--- src/rtl/mult_booth_seq_if.sv ---
// Start/result bundle between the pipeline and the radix-4 Booth multiplier.
// With MULT_HI_EN defined, the upper product word data_resultHi is added.
//
// Handshake: the master raises ctrl_MULT for one cycle with data_operandA/B
// valid on that same edge. The slave accepts it whenever busy is low, even in
// the completion cycle. The slave ignores ctrl_MULT while busy is high. The
// slave pulses data_resultRDY for exactly one cycle when data_result and
// data_exception (and data_resultHi) are valid. Those values then hold until
// the next completion or reset.
interface mult_booth_seq_if #(
    parameter int WIDTH = 32
);
    logic             ctrl_MULT;
    logic [WIDTH-1:0] data_operandA;
    logic [WIDTH-1:0] data_operandB;
    logic [WIDTH-1:0] data_result;
    logic             data_exception;
    logic             data_resultRDY;
    logic             busy;
`ifdef MULT_HI_EN
    logic [WIDTH-1:0] data_resultHi;
`endif

    modport master (
        output ctrl_MULT,
        output data_operandA,
        output data_operandB,
        input  data_result,
        input  data_exception,
        input  data_resultRDY,
`ifdef MULT_HI_EN
        input  data_resultHi,
`endif
        input  busy
    );

    modport slave (
        input  ctrl_MULT,
        input  data_operandA,
        input  data_operandB,
        output data_result,
        output data_exception,
        output data_resultRDY,
`ifdef MULT_HI_EN
        output data_resultHi,
`endif
        output busy
    );
endinterface

--- src/rtl/mult_booth_seq.sv ---
// Sequential signed multiplier using radix-4 modified Booth recoding.
// Each cycle retires two multiplier bits. One shared add/subtract of 0, +-M or
// +-2M goes into the upper half of a {product, multiplier, guard} shift
// register. Optional macro MULT_HI_EN exposes the upper product word.
// state_dbg mirrors the FSM state (IDLE=0, RUN=1, DONE=2).
module mult_booth_seq #(
    parameter int WIDTH = 32
) (
    input  logic              clock,
    input  logic              reset_n,
    mult_booth_seq_if.slave   bus,
    output logic [1:0]        state_dbg
);
    localparam int PW    = 2 * WIDTH + 1;   // product/multiplier/guard register
    localparam int AW    = WIDTH + 2;       // guard accumulator width
    localparam int STEPS = WIDTH / 2;
    localparam int CW    = $clog2(STEPS + 1);
    localparam logic [CW-1:0] LAST = CW'(STEPS - 1);

    localparam logic [1:0] IDLE = 2'd0;
    localparam logic [1:0] RUN  = 2'd1;
    localparam logic [1:0] DONE = 2'd2;

    logic [1:0]       state;
    logic [CW-1:0]    count;
    logic [WIDTH-1:0] mcand;
    logic [PW-1:0]    prod;
    logic [WIDTH-1:0] result_q;
    logic             exc_q;
    logic             rdy_q;
    logic             busy_q;
`ifdef MULT_HI_EN
    logic [WIDTH-1:0] hi_q;
`endif

    logic [AW-1:0] m_ext;
    logic [AW-1:0] mag;
    logic          neg;
    logic [AW-1:0] upper_ext;
    logic [AW-1:0] acc;
    logic [PW-1:0] next_prod;
    logic          ovf;

    assign m_ext     = {{2{mcand[WIDTH-1]}}, mcand};
    assign upper_ext = {{2{prod[PW-1]}}, prod[PW-1:WIDTH+1]};

    // Booth radix-4 recoding of the low three register bits into a term magnitude and sign.
    always_comb begin
        mag = '0;
        neg = 1'b0;
        case (prod[2:0])
            3'b001, 3'b010: mag = m_ext;
            3'b011:         mag = m_ext << 1;
            3'b100: begin
                mag = m_ext << 1;
                neg = 1'b1;
            end
            3'b101, 3'b110: begin
                mag = m_ext;
                neg = 1'b1;
            end
            default: mag = '0;
        endcase
    end

    // Subtraction reuses the adder: invert the term and feed carry-in of one.
    // The two guard bits absorb +-2M even when M is the most negative value.
    // Dropping the top two accumulator bits therefore loses no information.
    assign acc       = upper_ext + (mag ^ {AW{neg}}) + AW'(neg);
    assign next_prod = {acc, prod[WIDTH:2]};

    // Overflow when product bits [2W-1:W-1] are not a pure sign extension.
    assign ovf = ~((&next_prod[PW-1:WIDTH]) | ~(|next_prod[PW-1:WIDTH]));

    // FSM, shift register and registered result outputs.
    always_ff @(posedge clock or negedge reset_n) begin
        if (!reset_n) begin
            state    <= IDLE;
            count    <= '0;
            mcand    <= '0;
            prod     <= '0;
            result_q <= '0;
            exc_q    <= 1'b0;
            rdy_q    <= 1'b0;
            busy_q   <= 1'b0;
`ifdef MULT_HI_EN
            hi_q     <= '0;
`endif
        end else begin
            rdy_q <= 1'b0;
            case (state)
                RUN: begin
                    prod  <= next_prod;
                    count <= count + 1'b1;
                    if (count == LAST) begin
                        state    <= DONE;
                        result_q <= next_prod[WIDTH:1];
                        exc_q    <= ovf;
                        rdy_q    <= 1'b1;
                        busy_q   <= 1'b0;
`ifdef MULT_HI_EN
                        hi_q     <= next_prod[PW-1:WIDTH+1];
`endif
                    end
                end
                default: begin
                    state <= IDLE;
                    if (bus.ctrl_MULT) begin
                        mcand  <= bus.data_operandA;
                        prod   <= {{WIDTH{1'b0}}, bus.data_operandB, 1'b0};
                        count  <= '0;
                        state  <= RUN;
                        busy_q <= 1'b1;
                    end
                end
            endcase
        end
    end

    assign bus.data_result    = result_q;
    assign bus.data_exception = exc_q;
    assign bus.data_resultRDY = rdy_q;
    assign bus.busy           = busy_q;
`ifdef MULT_HI_EN
    assign bus.data_resultHi  = hi_q;
`endif
    assign state_dbg          = state;
endmodule

--- src/flat_wrapper.sv ---
// flat-port wrapper written by rule: the top's interface ports become plain ports
module mult_booth_seq_flat 
#(
    parameter int WIDTH = 32
)
  (clock, reset_n, state_dbg, bus_ctrl_MULT, bus_data_operandA, bus_data_operandB, bus_data_result, bus_data_exception, bus_data_resultRDY, bus_busy);
  mult_booth_seq_if #(.WIDTH(WIDTH)) bus_i ();
  input  logic clock;
  input  logic reset_n;
  output logic [1:0] state_dbg;
  input wire logic [$bits(bus_i.ctrl_MULT)-1:0] bus_ctrl_MULT;
  input wire logic [$bits(bus_i.data_operandA)-1:0] bus_data_operandA;
  input wire logic [$bits(bus_i.data_operandB)-1:0] bus_data_operandB;
  output wire logic [$bits(bus_i.data_result)-1:0] bus_data_result;
  output wire logic [$bits(bus_i.data_exception)-1:0] bus_data_exception;
  output wire logic [$bits(bus_i.data_resultRDY)-1:0] bus_data_resultRDY;
  output wire logic [$bits(bus_i.busy)-1:0] bus_busy;
  assign bus_i.ctrl_MULT = bus_ctrl_MULT;
  assign bus_i.data_operandA = bus_data_operandA;
  assign bus_i.data_operandB = bus_data_operandB;
  assign bus_data_result = bus_i.data_result;
  assign bus_data_exception = bus_i.data_exception;
  assign bus_data_resultRDY = bus_i.data_resultRDY;
  assign bus_busy = bus_i.busy;
  mult_booth_seq #(.WIDTH(WIDTH)) u_core (.clock(clock), .reset_n(reset_n), .bus(bus_i), .state_dbg(state_dbg));
endmodule
--- config.mk ---
export PLATFORM = sky130hd
export DESIGN_NAME = mult_booth_seq_flat
export DESIGN_NICKNAME = d
export VERILOG_FILES = /design/src/rtl/mult_booth_seq_if.sv /design/src/rtl/mult_booth_seq.sv /design/src/flat_wrapper.sv
export SDC_FILE = /design/constraint.sdc
export NUM_CORES = 1
export LEC_CHECK = 0
export CAP_MARGIN = 20
export CORE_ASPECT_RATIO = 1.4
export CORE_MARGIN = 4
export CORE_UTILIZATION = 57
export CTS_CLUSTER_SIZE = 24
export DETAILED_ROUTE_END_ITERATION = 10
export GPL_ROUTABILITY_DRIVEN = 1
export PLACE_DENSITY = 0.8
export SLEW_MARGIN = 20
export SYNTH_ARGS = -nofsm -noshare
export SYNTH_HDL_FRONTEND = slang
export SYNTH_SLANG_ARGS = --single-unit
--- constraint.sdc ---
create_clock -name clock -period 6.3 [get_ports clock]
set_clock_uncertainty 0.2 [all_clocks]
set_input_delay 1.26 -clock clock [delete_from_list [all_inputs] [get_ports clock]]
set_output_delay 1.26 -clock clock [all_outputs]
set_load 0.03 [all_outputs]
# After elaboration in Yosys (flattened, before gate mapping)
# Index checks and enable logic that the tools add are counted.
# word_totals
ff_bits	139
inputBits	67
out_inout_bits	37
# classes
add_sub_neg	3
n_eq_ne	9
muxes	14
bitwise	5
n_reduce_logical	9
# ops
operator	n
65-bit 2-to-1 mux	2
34-bit one-hot mux with 2 select lines	1
34-bit by 1-bit adder with 34-bit output	1
34-bit adder	1
34-bit XOR	1
33-bit AND reduction	1
33-bit OR reduction	1
5-bit 2-to-1 mux	2
3-bit equality test (second input constant)	3
1-bit 2-to-1 mux	7
3-bit by 2-bit equality test with 1-bit output (second input constant)	2
2-bit AND reduction	3
5-bit by 1-bit adder with 5-bit output (second input constant)	1
5-bit by 4-bit equality test with 1-bit output (second input constant)	1
2-bit 2-to-1 mux	2
4-bit OR reduction	1
3-bit by 1-bit equality test with 1-bit output (second input constant)	1
1-bit NOT	3
3-bit OR reduction	1
2-bit by 1-bit equality test with 1-bit output (second input constant)	1
2-bit by 1-bit != test with 1-bit output (second input constant)	1
2-bit nonzero test	1
2-bit OR reduction	1
1-bit bitwise OR	1

# Longest topological paths before layout
# logic_depth
word_depth	10
depth_mapped	18

# Worst setup path after synthesis
# No wires, ideal clock.
# synth_timing
path_type	register -> register
start	register u_core.prod[0]
end	register u_core.exc_q, in the netlist u_core.bus.data_exception
setup_ns	0.125
arrival_time_ns	4.018
setup_slack_ns	1.957
path_stages_with_launch	18
path_buffers	3
synth_period_minus_slack_ns	4.343
path_cell_list	dfrtp_1 -> inv_1 -> ha_1 -> o31a_1 -> buf_4 -> clkbuf_1 -> xnor2_1 -> ha_1 -> buf_2 -> nand4_2 -> or3_1 -> a211o_1 -> a311o_1 -> a21o_1 -> a2111oi_2 -> nand4_1 -> o32ai_1 -> nor2_1
# synth_via
elab_chain_cells	10
# synth_lines
element	line_no	rtl
start, declared	mult_booth_seq.sv:27	logic [PW-1:0] prod;
start signal, assigned	mult_booth_seq.sv:93	prod <= next_prod;
start signal, assigned	mult_booth_seq.sv:110	prod <= {{WIDTH{1'b0}}, bus.data_operandB, 1'b0};
3-bit by 1-bit equality test with 1-bit output (tied with other cells)	mult_booth_seq.sv:51	case (prod[2:0])
4-bit OR reduction (no source line) (tied with other cells)	-	
34-bit one-hot mux with 2 select lines / 1-bit 2-to-1 mux (equally long branches)	mult_booth_seq.sv:51	
34-bit XOR	mult_booth_seq.sv:69	assign acc = upper_ext + (mag ^ {AW{neg}}) + AW'(neg);
34-bit adder	mult_booth_seq.sv:69	
34-bit by 1-bit adder with 34-bit output (*)	mult_booth_seq.sv:69	
33-bit OR reduction	mult_booth_seq.sv:73	assign ovf = ~((&next_prod[PW-1:WIDTH]) | ~(|next_prod[PW-1:WIDTH]));
1-bit NOT	mult_booth_seq.sv:73	
1-bit bitwise OR (*)	mult_booth_seq.sv:73	
1-bit NOT (*)	mult_booth_seq.sv:73	
end signal, assigned	mult_booth_seq.sv:98	exc_q <= ovf;
end, declared	mult_booth_seq.sv:29	logic exc_q;
# Every way passes the cells marked *; elsewhere a longest branch is shown, timed or not.
# A chain may end at the register's enable or synchronous reset.

# Worst setup path after layout
# layout_timing
start	register u_core.prod[1]
end	register u_core.exc_q, in the netlist u_core.bus.data_exception
# Same word-level chain as after synthesis.

==> flow_results.org <==
** Worst setup path
- Peak fanout along the critical path :: 19
- Measured in cells, the most critical reg-to-reg path has a length of 17.
- STA classifies the critical path endpoint as a flip-flop.
- The most critical setup path has its startpoint at u_core.prod[1].
- Critical path, cell by cell :: inv_1, ha_1, o31a_2, buf_4, a21o_1, inv_1, fa_1, nor2b_1, o2111ai_2, a21oi_1, a21oi_1, o311ai_0, nand4_1, a2111oi_2, nand4_1, o32ai_1, nor2_1
- Worst reg2reg startpoint :: u_core.prod[1]
- Critical path data required time :: 6.41 ns
- The largest individual stage delay along the critical path comes from the cell sky130_fd_sc_hd__o311ai_0.
- Crit-path max cell delay :: 0.62 ns
- For flop-to-flop paths, the worst setup slack is 1.20 ns.
- Class of the most critical setup path :: reg2reg
- STA classifies the critical path startpoint as a flip-flop.
- Arrival time reported for the critical path endpoint :: 5.21 ns
- In this run the critical register-to-register path is captured at u_core.bus.data_exception.

** Synthesis
- Yosys mapped a number of flops with a built-in enable equal to 0.
- Number of standard cells after synthesis :: 894
- Proportion of register bits with asynchronous set or reset after synthesis :: 1.00
- Number of warnings printed during yosys synthesis :: 0
- After synthesis, the netlist uses 74 different library cells.
- Summed instance area of the synthesized netlist :: 8670 sq um
- Top flip-flop cell by instance count after synthesis :: sky130_fd_sc_hd__dfrtp_1
- Synthesis inferred 139 register bits.
- When the netlist entered floorplanning its net count stood at 1000.
- Sequential fraction of the synthesis area :: 0.401
- Synthesized area divided by synthesized cell count :: 9.70 sq um

** Routing
- After detailed routing, the number of vias per cell comes to 6.23.
- Detailed-routing iteration count for the pre-antenna-repair pass :: 5
- Number of DRC markers in iteration 0 :: 470
- Final antenna-violating net count :: 0
- Drc violations :: 0
- In the final routed layout, each cell accounts on average for 19.6 microns.
- Total wire length :: 22.9 mm
- For this block, the via count after detailed routing is 7301.

** Global routing
- Overall routing resource usage :: 0.271
- Total global routing overflow :: 0
- First-pass GRT wire length :: 37.7 mm
- The initial antenna violation count was 0.
- The via count of the first global-routing pass was 7503.
- Entering global routing, the biggest net connects 89 pins.

** Clock tree
- TritonCTS Buffers :: 17
- Level count of the clock H-tree :: 4
- Once the clock tree was built, the setup fixing pass inserted 0 buffers.
- After clock tree synthesis, the clock-pin slew on the worst setup and hold paths is 0.06 ns.
- TritonCTS clock tree :: built
- At the later pin of the worst-skew pair, clock insertion delay measures 0.43 ns.
- CTS max path bufs :: 2
- Clock Tree Root :: sky130_fd_sc_hd__clkbuf_16
- Gates resized, CTS repair :: 0
- Hold Buf Count CTS :: 0
- Clock tree synthesis found a total of 139 sinks.

** Placement
- Final RePlAce weighted congestion :: 0.978
- Count of input and output buffers :: 103
- Final HPWL from detailed placement :: 16.2 mm
- Worst-case setup slack after placement :: 1.30 ns

** Layout
- Most common cell after layout, fill and taps aside :: sky130_fd_sc_hd__dfrtp_1
- Total number of nets in the final design :: 1072
- Number of fill cells in the layout :: 1208
- The area growth from synthesis to layout is 19.2%.
- In the layout the commonest cells are sky130_fd_sc_hd__dfrtp_1 (139), sky130_fd_sc_hd__clkdlybuf4s50_1 (101), sky130_fd_sc_hd__nand2_1 (96).
- Of the cells placed in the final design, the portion with a size suffix greater than 1 is 0.123.
- Ant diodes :: 0

** Floorplan
- The core region is 15000 sq um.
- Die area :: 17300 sq um
- IO Pins :: 104
- The floorplan has 53 rows.
- Starting density of the core :: 0.578
- Vertical die dimension :: 154 microns
- Die Wd :: 112 microns

** STA
- The final hold violation count is 0.
- Setup Total Neg Slack :: 0 ns
- Least-Margin Pin Slew :: 0.916 ns
- Crit path setup slack, layout :: 1.20 ns
- Fin crit share :: 0.810
- Relative slew slack :: 0.389
- Top achievable clock speed :: 196 MHz
- The number of pins exceeding their max-slew limit in the final report was 0.
- Counting I/O delays and the setup requirement, the final critical path takes 5.10 ns.
- RSZ-0062 raised after global routing :: no
- Number of failing setup endpoints in the final timing report :: 0

** Hold path
- Endpoint with the worst hold slack :: u_core.bus.data_result[30]
- The min-delay analysis places its worst path in the category reg2reg.
- The startpoint identified for the worst hold timing path is u_core.bus.data_result[30].
- The worst hold path was traced through 2 stages.

** Outcome
- The run finished with clean final reports.

** Job
- Max-cap violations in this run came to 0.
-- worst max-delay path by stage --
| stage | to | cells past startpoint |
|---|---|---|
| global placement | u_core.bus.data_exception | 17 |
| finish | u_core.bus.data_exception | 17 |
| global route | u_core.bus.data_exception | 17 |
| floorplan | u_core.bus.data_exception | 17 |
| detailed placement | u_core.bus.data_exception | 17 |
| CTS | u_core.bus.data_exception | 17 |
-- cell usage after synthesis, types with 14 or more instances --
cell type	instances	area (sq um)
sky130_fd_sc_hd__a21o_1	16	120
sky130_fd_sc_hd__a21oi_1	42	210
sky130_fd_sc_hd__a22oi_1	33	248
sky130_fd_sc_hd__clkbuf_1	41	154
sky130_fd_sc_hd__dfrtp_1	139	3480
sky130_fd_sc_hd__ha_1	38	475
sky130_fd_sc_hd__inv_1	16	60.1
sky130_fd_sc_hd__mux2_2	64	721
sky130_fd_sc_hd__mux2i_1	32	320
sky130_fd_sc_hd__nand2_1	96	360
sky130_fd_sc_hd__nand3_1	16	80.1
sky130_fd_sc_hd__nand3b_1	35	263
sky130_fd_sc_hd__nor2_1	36	135
sky130_fd_sc_hd__o21ai_0	73	365
sky130_fd_sc_hd__xnor2_1	41	359
sky130_fd_sc_hd__xor2_1	14	123
-- routing by layer --
| layer | track usage | wire [microns] |
|---|---|---|
| met1 | 0.317 | 9170 |
| met2 | 0.465 | 11500 |
| met5 | 0 | 0 |
| met4 | 0.109 | 763 |
| met3 | 0.0787 | 1490 |
-- final cells by class --
type | instances | area, sq um | area share
Inverter | 16 | 60.1 | 0.00581
Sequential cell | 139 | 3480 | 0.337
Multi-Input combinational cell | 682 | 4910 | 0.475
Clock buffer | 20 | 457 | 0.0442
Tap cell | 192 | 240 | 0.0232
Timing Repair Buffer | 110 | 1080 | 0.104
Clock inverter | 12 | 109 | 0.0105
-- cell families (layout without fill, tap and decap cells) --
group	count (synthesis)	count (layout)	share of synthesized area
buf+inv	73	158	0.0339
fa+ha+maj	39	39	0.0572
xor+xnor	55	55	0.0556
simple gates	266	266	0.162
mux	97	97	0.121
compound gates	225	225	0.169
flops	139	139	0.401
-- sequential cells by signal, summed over array words and instances (netlist names) --
name / cells
u_core.mcand: 32
u_core.count: 5
u_core.bus.busy: 1
u_core.state_dbg: 2
u_core.prod: 65
u_core.bus.data_exception: 1
u_core.bus.data_result: 32
u_core.bus.data_resultRDY: 1
-- worst max-delay path: cells and delay by family, from the launching register on --
family | cells | cell delay (ns)
fa+ha+maj | 2 | 0.57
buf+inv | 3 | 0.56
compound gates | 8 | 2.53
simple gates | 4 | 0.70
flops | 1 | 0.42
-- metrics by stage --
step           cells  hold slack, ns  instance area, sq um   util
6_report        1171           0.286                 10300  0.690
5_1_grt         1171           0.321                 10300  0.690
4_1_cts         1171           0.291                 10300  0.689
3_5_place_dp    1139           0.276                  9770  0.652
3_3_place_gp    1139           0.270                  9770  0.652
2_1_floorplan    894           0.260                  8670      -
Power is not shown: default switching activity piles up to over one toggle a cycle in this logic, so the estimate is an artifact.
